===== config.mk =====
export PLATFORM = sky130hd
export DESIGN_NAME = prim_credit_tx
export DESIGN_NICKNAME = d
export VERILOG_FILES = /design/src/rtl/prim_util_pkg.sv /design/src/rtl/prim_credit_cnt.sv /design/src/rtl/prim_credit_tx.sv
export SDC_FILE = /design/constraint.sdc
export NUM_CORES = 1
export LEC_CHECK = 0
export BUFFER_PORTS_ARGS = -buffer_cell sky130_fd_sc_hd__buf_2
export CORE_MARGIN = 2
export CORE_UTILIZATION = 44
export DETAILED_ROUTE_END_ITERATION = 16
export PLACE_DENSITY = 0.79
export RECOVER_POWER = 100
export SYNTH_ARGS = -nofsm -noshare
export SYNTH_HDL_FRONTEND = slang
export SYNTH_SLANG_ARGS = --single-unit

===== constraint.sdc =====
create_clock -name clk_i -period 2 [get_ports clk_i]
set_input_delay 0.2 -clock clk_i [delete_from_list [all_inputs] [get_ports clk_i]]
set_output_delay 0.2 -clock clk_i [all_outputs]
set_load 0.02 [all_outputs]

===== src/rtl/prim_util_pkg.sv =====
// ============================================================================
// Module  : prim_util_pkg
// Brief   : Shared width helpers for the prim_* blocks.
// Revision: 1.0 - initial release
// ============================================================================
`default_nettype none

package prim_util_pkg;

   // Bits needed to index 'value' distinct states; never returns 0.
   function automatic integer vbits(input integer value);
      return (value <= 1) ? 1 : $clog2(value);
   endfunction

endpackage

`default_nettype wire


===== src/rtl/prim_credit_cnt.sv =====
// ============================================================================
// Module  : prim_credit_cnt
// Brief   : Saturating credit counter with sticky overflow error.
// Revision: 1.0 - initial release
// ============================================================================
`default_nettype none

module prim_credit_cnt #(
   parameter int Credits = 4,
   parameter int CntW    = 3
) (
   input  logic            clk_i,
   input  logic            rst_ni,
   input  logic            clr_i,
   input  logic            dec_i,
   input  logic            inc_i,
   output logic [CntW-1:0] cnt_o,
   output logic            err_o
);

   localparam logic [CntW-1:0] CreditsW = CntW'(Credits);

   logic [CntW-1:0] r_cnt;
   logic            r_err;

   always_ff @(posedge clk_i or negedge rst_ni) begin
      if (!rst_ni) begin
         r_cnt <= CreditsW;
         r_err <= 1'b0;
      end else if (clr_i) begin
         r_cnt <= CreditsW;
         r_err <= 1'b0;
      end else if (inc_i && !dec_i) begin
         // A return with every credit already home is a remote-side protocol error.
         if (r_cnt == CreditsW) begin
            r_err <= 1'b1;
         end else begin
            r_cnt <= r_cnt + CntW'(1);
         end
      end else if (dec_i && !inc_i) begin
         r_cnt <= r_cnt - CntW'(1);
      end
   end

   assign cnt_o = r_cnt;
   assign err_o = r_err;

`ifndef SYNTHESIS
   a_cnt_range: assert property (@(posedge clk_i) disable iff (!rst_ni) r_cnt <= CreditsW);
`endif

endmodule

`default_nettype wire


===== src/rtl/prim_credit_tx.sv =====
// ============================================================================
// Module  : prim_credit_tx
// Brief   : Credit-based transmitter feeding a remote FIFO over a valid-only link.
// Revision: 1.0 - initial release
// ============================================================================
`default_nettype none

module prim_credit_tx
   import prim_util_pkg::*;
#(
   parameter int   Width   = 16,
   parameter int   Credits = 4,
   parameter bit   OutReg  = 1'b1,
   localparam int  CntW    = vbits(Credits + 1)
) (
   input  logic             clk_i,
   input  logic             rst_ni,
   input  logic             clr_i,
   input  logic             wvalid_i,
   output logic             wready_o,
   input  logic [Width-1:0] wdata_i,
   output logic             tx_valid_o,
   output logic [Width-1:0] tx_data_o,
   input  logic             credit_i,
   output logic [CntW-1:0]  credits_o,
   output logic             idle_o,
   output logic             err_o
);

   localparam logic [CntW-1:0] CreditsW = CntW'(Credits);

   logic            r_under_rst;
   logic            w_wready;
   logic            w_send;
   logic [CntW-1:0] w_cnt;

   always_ff @(posedge clk_i or negedge rst_ni) begin
      if (!rst_ni) begin
         r_under_rst <= 1'b1;
      end else begin
         r_under_rst <= 1'b0;
      end
   end

   // Credits returned this cycle are not bypassed; they become usable next cycle.
   assign w_wready = (w_cnt != '0) && !r_under_rst && !clr_i;
   assign w_send   = wvalid_i && w_wready;
   assign wready_o = w_wready;

   prim_credit_cnt #(
      .Credits (Credits),
      .CntW    (CntW)
   ) u_cnt (
      .clk_i  (clk_i),
      .rst_ni (rst_ni),
      .clr_i  (clr_i),
      .dec_i  (w_send),
      .inc_i  (credit_i),
      .cnt_o  (w_cnt),
      .err_o  (err_o)
   );

   generate
      if (OutReg) begin : g_outreg
         logic             r_tx_valid;
         logic [Width-1:0] r_tx_data;

         always_ff @(posedge clk_i or negedge rst_ni) begin
            if (!rst_ni) begin
               r_tx_valid <= 1'b0;
               r_tx_data  <= '0;
            end else if (clr_i) begin
               r_tx_valid <= 1'b0;
               r_tx_data  <= '0;
            end else begin
               r_tx_valid <= w_send;
               r_tx_data  <= w_send ? wdata_i : '0;
            end
         end

         assign tx_valid_o = r_tx_valid;
         assign tx_data_o  = r_tx_data;
      end else begin : g_passthru
         assign tx_valid_o = w_send;
         assign tx_data_o  = w_send ? wdata_i : '0;
      end
   endgenerate

   assign credits_o = w_cnt;
   assign idle_o    = (w_cnt == CreditsW) && !tx_valid_o;

`ifndef SYNTHESIS
   a_data_known: assert property (@(posedge clk_i) disable iff (!rst_ni)
      tx_valid_o |-> !$isunknown(tx_data_o));
   a_send_credit: assert property (@(posedge clk_i) disable iff (!rst_ni)
      w_send |-> (w_cnt != '0));
`endif

endmodule

`default_nettype wire


# Word-level counts from Yosys, hierarchy flattened
# Cells that the tools add are included.
# op_classes
n_mux	10
n_addsub	2
eq_ne	2
reduce_logical	17
# op_table
cell	n
$mux 16	2
$mux 3	4
$logic_and 1x1->1	6
$reduce_bool 3->1	2
$logic_not 1->1	5
$mux 1	4
$reduce_and 2->1	2
$reduce_bool 2->1	2
$add 3x1->3 const B	1
$eq 3x3->1 const B	1
$ne 3x3->1 const B	1
$sub 3x1->3 const B	1
# word_totals
elab_cells	36
in_bits	21
output_inout_bits	23
ff_bits	22

# Logic depth before layout (Yosys ltp)
# depth
word_depth	8
ltp_mapped	7
mapped_depth_nobuf	7

# Hierarchy
# A second synthesis with hierarchy kept.
# unflattened
cells_unflattened	87
area_unflattened_um2	972.2
# modules_own_cells
mod	cells_per_inst	seq_area_each_um2	area_per_inst_um2	n_inst
prim_credit_tx	63	451.7	724.4	1
prim_credit_cnt	24	101.3	247.7	1

# Least setup slack after synthesis
# OpenSTA, ideal clock, no wires.
# synth_path
path_type	reg2reg
start	register u_cnt.r_cnt[2] (netlist: u_cnt.cnt_o[2])
end	register u_cnt.r_cnt[2] (netlist: u_cnt.cnt_o[2])
n_path_buf	0
t_required_ps	1925
arrival_time_ps	1870
slack_ps	55
synth_period_minus_slack_ps	1945
path_stages_with_launch	8
setup_time_ps	75
cell_sequence	dfstp_2 > or3_4 > nand3_4 > and2_1 > fa_1 > nor2b_1 > mux2i_1 > mux2i_1
# synth_via
elab_chain_cells	8
word_cells_on_any_way	17
cone_classes	add/sub: 2; eq/ne: 2; mux: 4; reduce/logical: 9
# synth_rtl
element	line_no	text
start: declaration	prim_credit_cnt.sv:23	logic [CntW-1:0] r_cnt;
start signal: assignment	prim_credit_cnt.sv:28	r_cnt <= CreditsW;
start signal: assignment	prim_credit_cnt.sv:31	r_cnt <= CreditsW;
start signal: assignment	prim_credit_cnt.sv:38	r_cnt <= r_cnt + CntW'(1);
$reduce_bool 3->1	prim_credit_tx.sv:46	assign w_wready = (w_cnt != '0) && !r_under_rst && !clr_i;
$logic_and 1x1->1 (2 in a row)	prim_credit_tx.sv:46	
$logic_and 1x1->1	prim_credit_tx.sv:47	assign w_send = wvalid_i && w_wready;
$logic_not 1->1	prim_credit_cnt.sv:33	end else if (inc_i && !dec_i) begin
$logic_and 1x1->1	prim_credit_cnt.sv:33	
$ne 3x3->1 (no source line) (tied with other cells)	n/a	
$reduce_and 2->1 (no source line) or $mux 3 (tied branches)	n/a	
# Several ways; a longest one is shown, not always the timed one. The select of a mux whose other input is x is not followed.
# A chain may end at the register's enable or synchronous reset.

# Worst setup path in the final report
# layout_path
start	register u_cnt.r_cnt[0] (netlist: u_cnt.cnt_o[0])
end	register u_cnt.r_cnt[1] (netlist: u_cnt.cnt_o[1])
# Same word-level chain as after synthesis.

==> metrics.txt <==
DIE HEIGHT slightly below 50 um; period utilization between 90% and 100%; number of synthesized flops with an enable pin 0; Max FO, Critical Path 5; H-tree Lvls 1; antenna violation net count after detailed routing 0; number of iterations in the first detailed-routing pass 2; worst skew pair latency roughly 300 ps; Worst Setup End Kind register; Reg area roughly 550 um2; normalized max-slew margin 25.7%; setup TNS 0 ps; Worst-path clk slew ~110 ps; top cells by count, synth 20 x dfrtp_1, 18 x and2_1, 8 x nor2_1, 5 x mux2i_1; RSZ-0062 raised after global routing false; Final GP Congestion 0.807; total CTS buffers 3; pin count of the biggest net entering global routing 23; Ys Warns 0; initial antenna violation count 0; Hold Slack 96.7 ps; post-layout net count 144; first-pass GRT wire length roughly 2900 um; Final setup viols 0; worst-margin pin slew approximately 1100 ps; Fin. Hold Viols 0; asr flop ratio synth 100%; Vias/cell 4.47; part of the Yosys area used for sequential elements between 60% and 70%; n_diodes 0; synth unique cells 20; HP Class input pin to register; dominant synthesized flop cell dfrtp_1; WL final between 1500 and 2000 um; Critical Path RT around 2200 ps; clk root buf clkbuf_4; row cnt 16; cell taking the most area after synthesis dfrtp_1; Layout area overhead 32.7%; initial DRC count 5; full die area about 2400 um2; total track usage between 10% and 20%; FILL cells 191; grt ovf 0; Die Span X a little under 50 um; Synth Area per Inst 12.5 um2; PD cells slightly below 800 nW/um2; drt wl/cell 10.9 um; total nets after synthesis between 90 and 100; Cell Area, Synth 887 um2; Seq cells post-synth 22; Area contributors post-synth dfrtp_1 56%, and2_1 13%, dfstp_2 5.9%; arrival time at the worst endpoint between 2000 and 2500 ps; worst clock skew 1.04 ps; Starting Density between 40% and 50%; vias in the first global route just under 700; placed instance area roughly 1100 um2; most frequent cell after synthesis dfrtp_1; final core occ around three fifths; CTS max path bufs 2; port buffer count 43; CTS sink count 22; Max VDD drop 0.431 mV; max_cap viols 0; R2R setup slack between 100 and 150 ps; kind of critical path register to register; Static Leak between 0.0005 and 0.0006 uW; Syn Inst Count 71; CTS tree yes; multi-input logic area ~320 um2; final instance area roughly 1200 um2; routed vias between 600 and 700; num ports 44; fmax roughly 0.53 GHz; Yosys top cell area share ~56%; layout cell share with drive strength beyond 1 between 20 and 30%; minimum clock period around 1900 ps; CP Launch Type register; Slew Viols, Final 0; DR DRC count 0; core area 1920 um2; run status completed
-- sequential cells by signal (all words and copies together) (netlist names) --
signal and count:
tx_data_o 16, tx_valid_o 1, r_under_rst 1, u_cnt.err_o 1, u_cnt.cnt_o 3
-- per-stage QoR --
stage          cells  power [uW]  setup WS (ps)
6_report         148         906            127
5_1_grt          148         964          0.246
4_1_cts          146         916           76.6
3_5_place_dp     141         675            104
3_3_place_gp     141         669            170
2_1_floorplan     71         602           55.5
-- what timing repair did --
action / 4_1_cts / 5_1_grt
setup buffers: 0 / 2
endpoints found under the hold margin: 20 / 0
gates resized for setup: 0 / 2
hold buffers: 1 / 0
setup endpoints to repair: 0 / 2
-- where the power goes --
group / internal [uW] / switching (uW)
Combinational: 78.8 / 110
Sequential: 468 / 14.3
Clock: 111 / 124
Total: 658 / 248
-- routing by layer --
metal | GRT usage (%) | vias up | routed length, um
li1 | - | 324 | -
met1 | 17.3 | 311 | 646
met2 | 28.5 | 27 | 852
met3 | 4.29 | 0 | 112
met4 | 4.76 | 0 | 0
met5 | 0 | - | 0
-- critical path, cell delays in order, from the launching register on --
cell and delay (ps):
dfrtp_2 450, or3_4 390, nand3_4 80, and2_1 140
fa_2 440, nor2_1 110, mux2i_1 70, o2bb2ai_1 120
-- placed cells by master (no fill, tap or decap), drive strengths merged --
| cell | netlist | final |
|---|---|---|
| dfstp | 2 | 2 |
| inv | 3 | 3 |
| nand2b | 1 | 1 |
| nand2 | 1 | 1 |
| mux2 | 1 | 1 |
| dfrtp | 20 | 20 |
| or3 | 1 | 1 |
| nor3b | 2 | 2 |
| fa | 1 | 1 |
| nand3 | 1 | 1 |
| mux2i | 5 | 5 |
| clkbuf | 0 | 25 |
| dlygate4sd3 | 0 | 1 |
| o2bb2ai | 1 | 1 |
| nor2 | 8 | 8 |
| and2 | 18 | 18 |
| a31oi | 1 | 1 |
| or3b | 1 | 1 |
| nor2b | 2 | 2 |
| buf | 1 | 25 |
| conb | 1 | 1 |
-- cells by family after synthesis --
kind of cell / after synthesis / synth area share [%]
other: 1 / 0.423
AND/OR/NAND/NOR: 35 / 24.5
adder cells (fa/ha/maj): 1 / 2.26
multiplexers: 6 / 6.91
AO/OA/AOI/OAI: 2 / 1.69
buffers and inverters: 4 / 1.83
flip-flops: 22 / 62.3
-- worst paths after layout --
kind	from	end	depth (start not counted)
min in group asynchronous	rst_ni	u_cnt.cnt_o[1]	2
worst min-delay path	wdata_i[10]	tx_data_o[10]	2
worst max register to register	u_cnt.cnt_o[0]	u_cnt.cnt_o[1]	7
worst min register to register	u_cnt.err_o	u_cnt.err_o	2
worst max-delay path	u_cnt.cnt_o[0]	u_cnt.cnt_o[1]	7
max in group asynchronous	rst_ni	u_cnt.cnt_o[0]	2
-- cell type report --
cell class | count | share of cell area (%)
timing repair buffer | 47 | 18.8
tap | 27 | 2.87
sequential | 22 | 47.1
multi-input combinational | 45 | 27.2
inverter | 3 | 0.956
clock buffer | 4 | 3.08
Note: power is estimated with default switching activity, not from simulation.
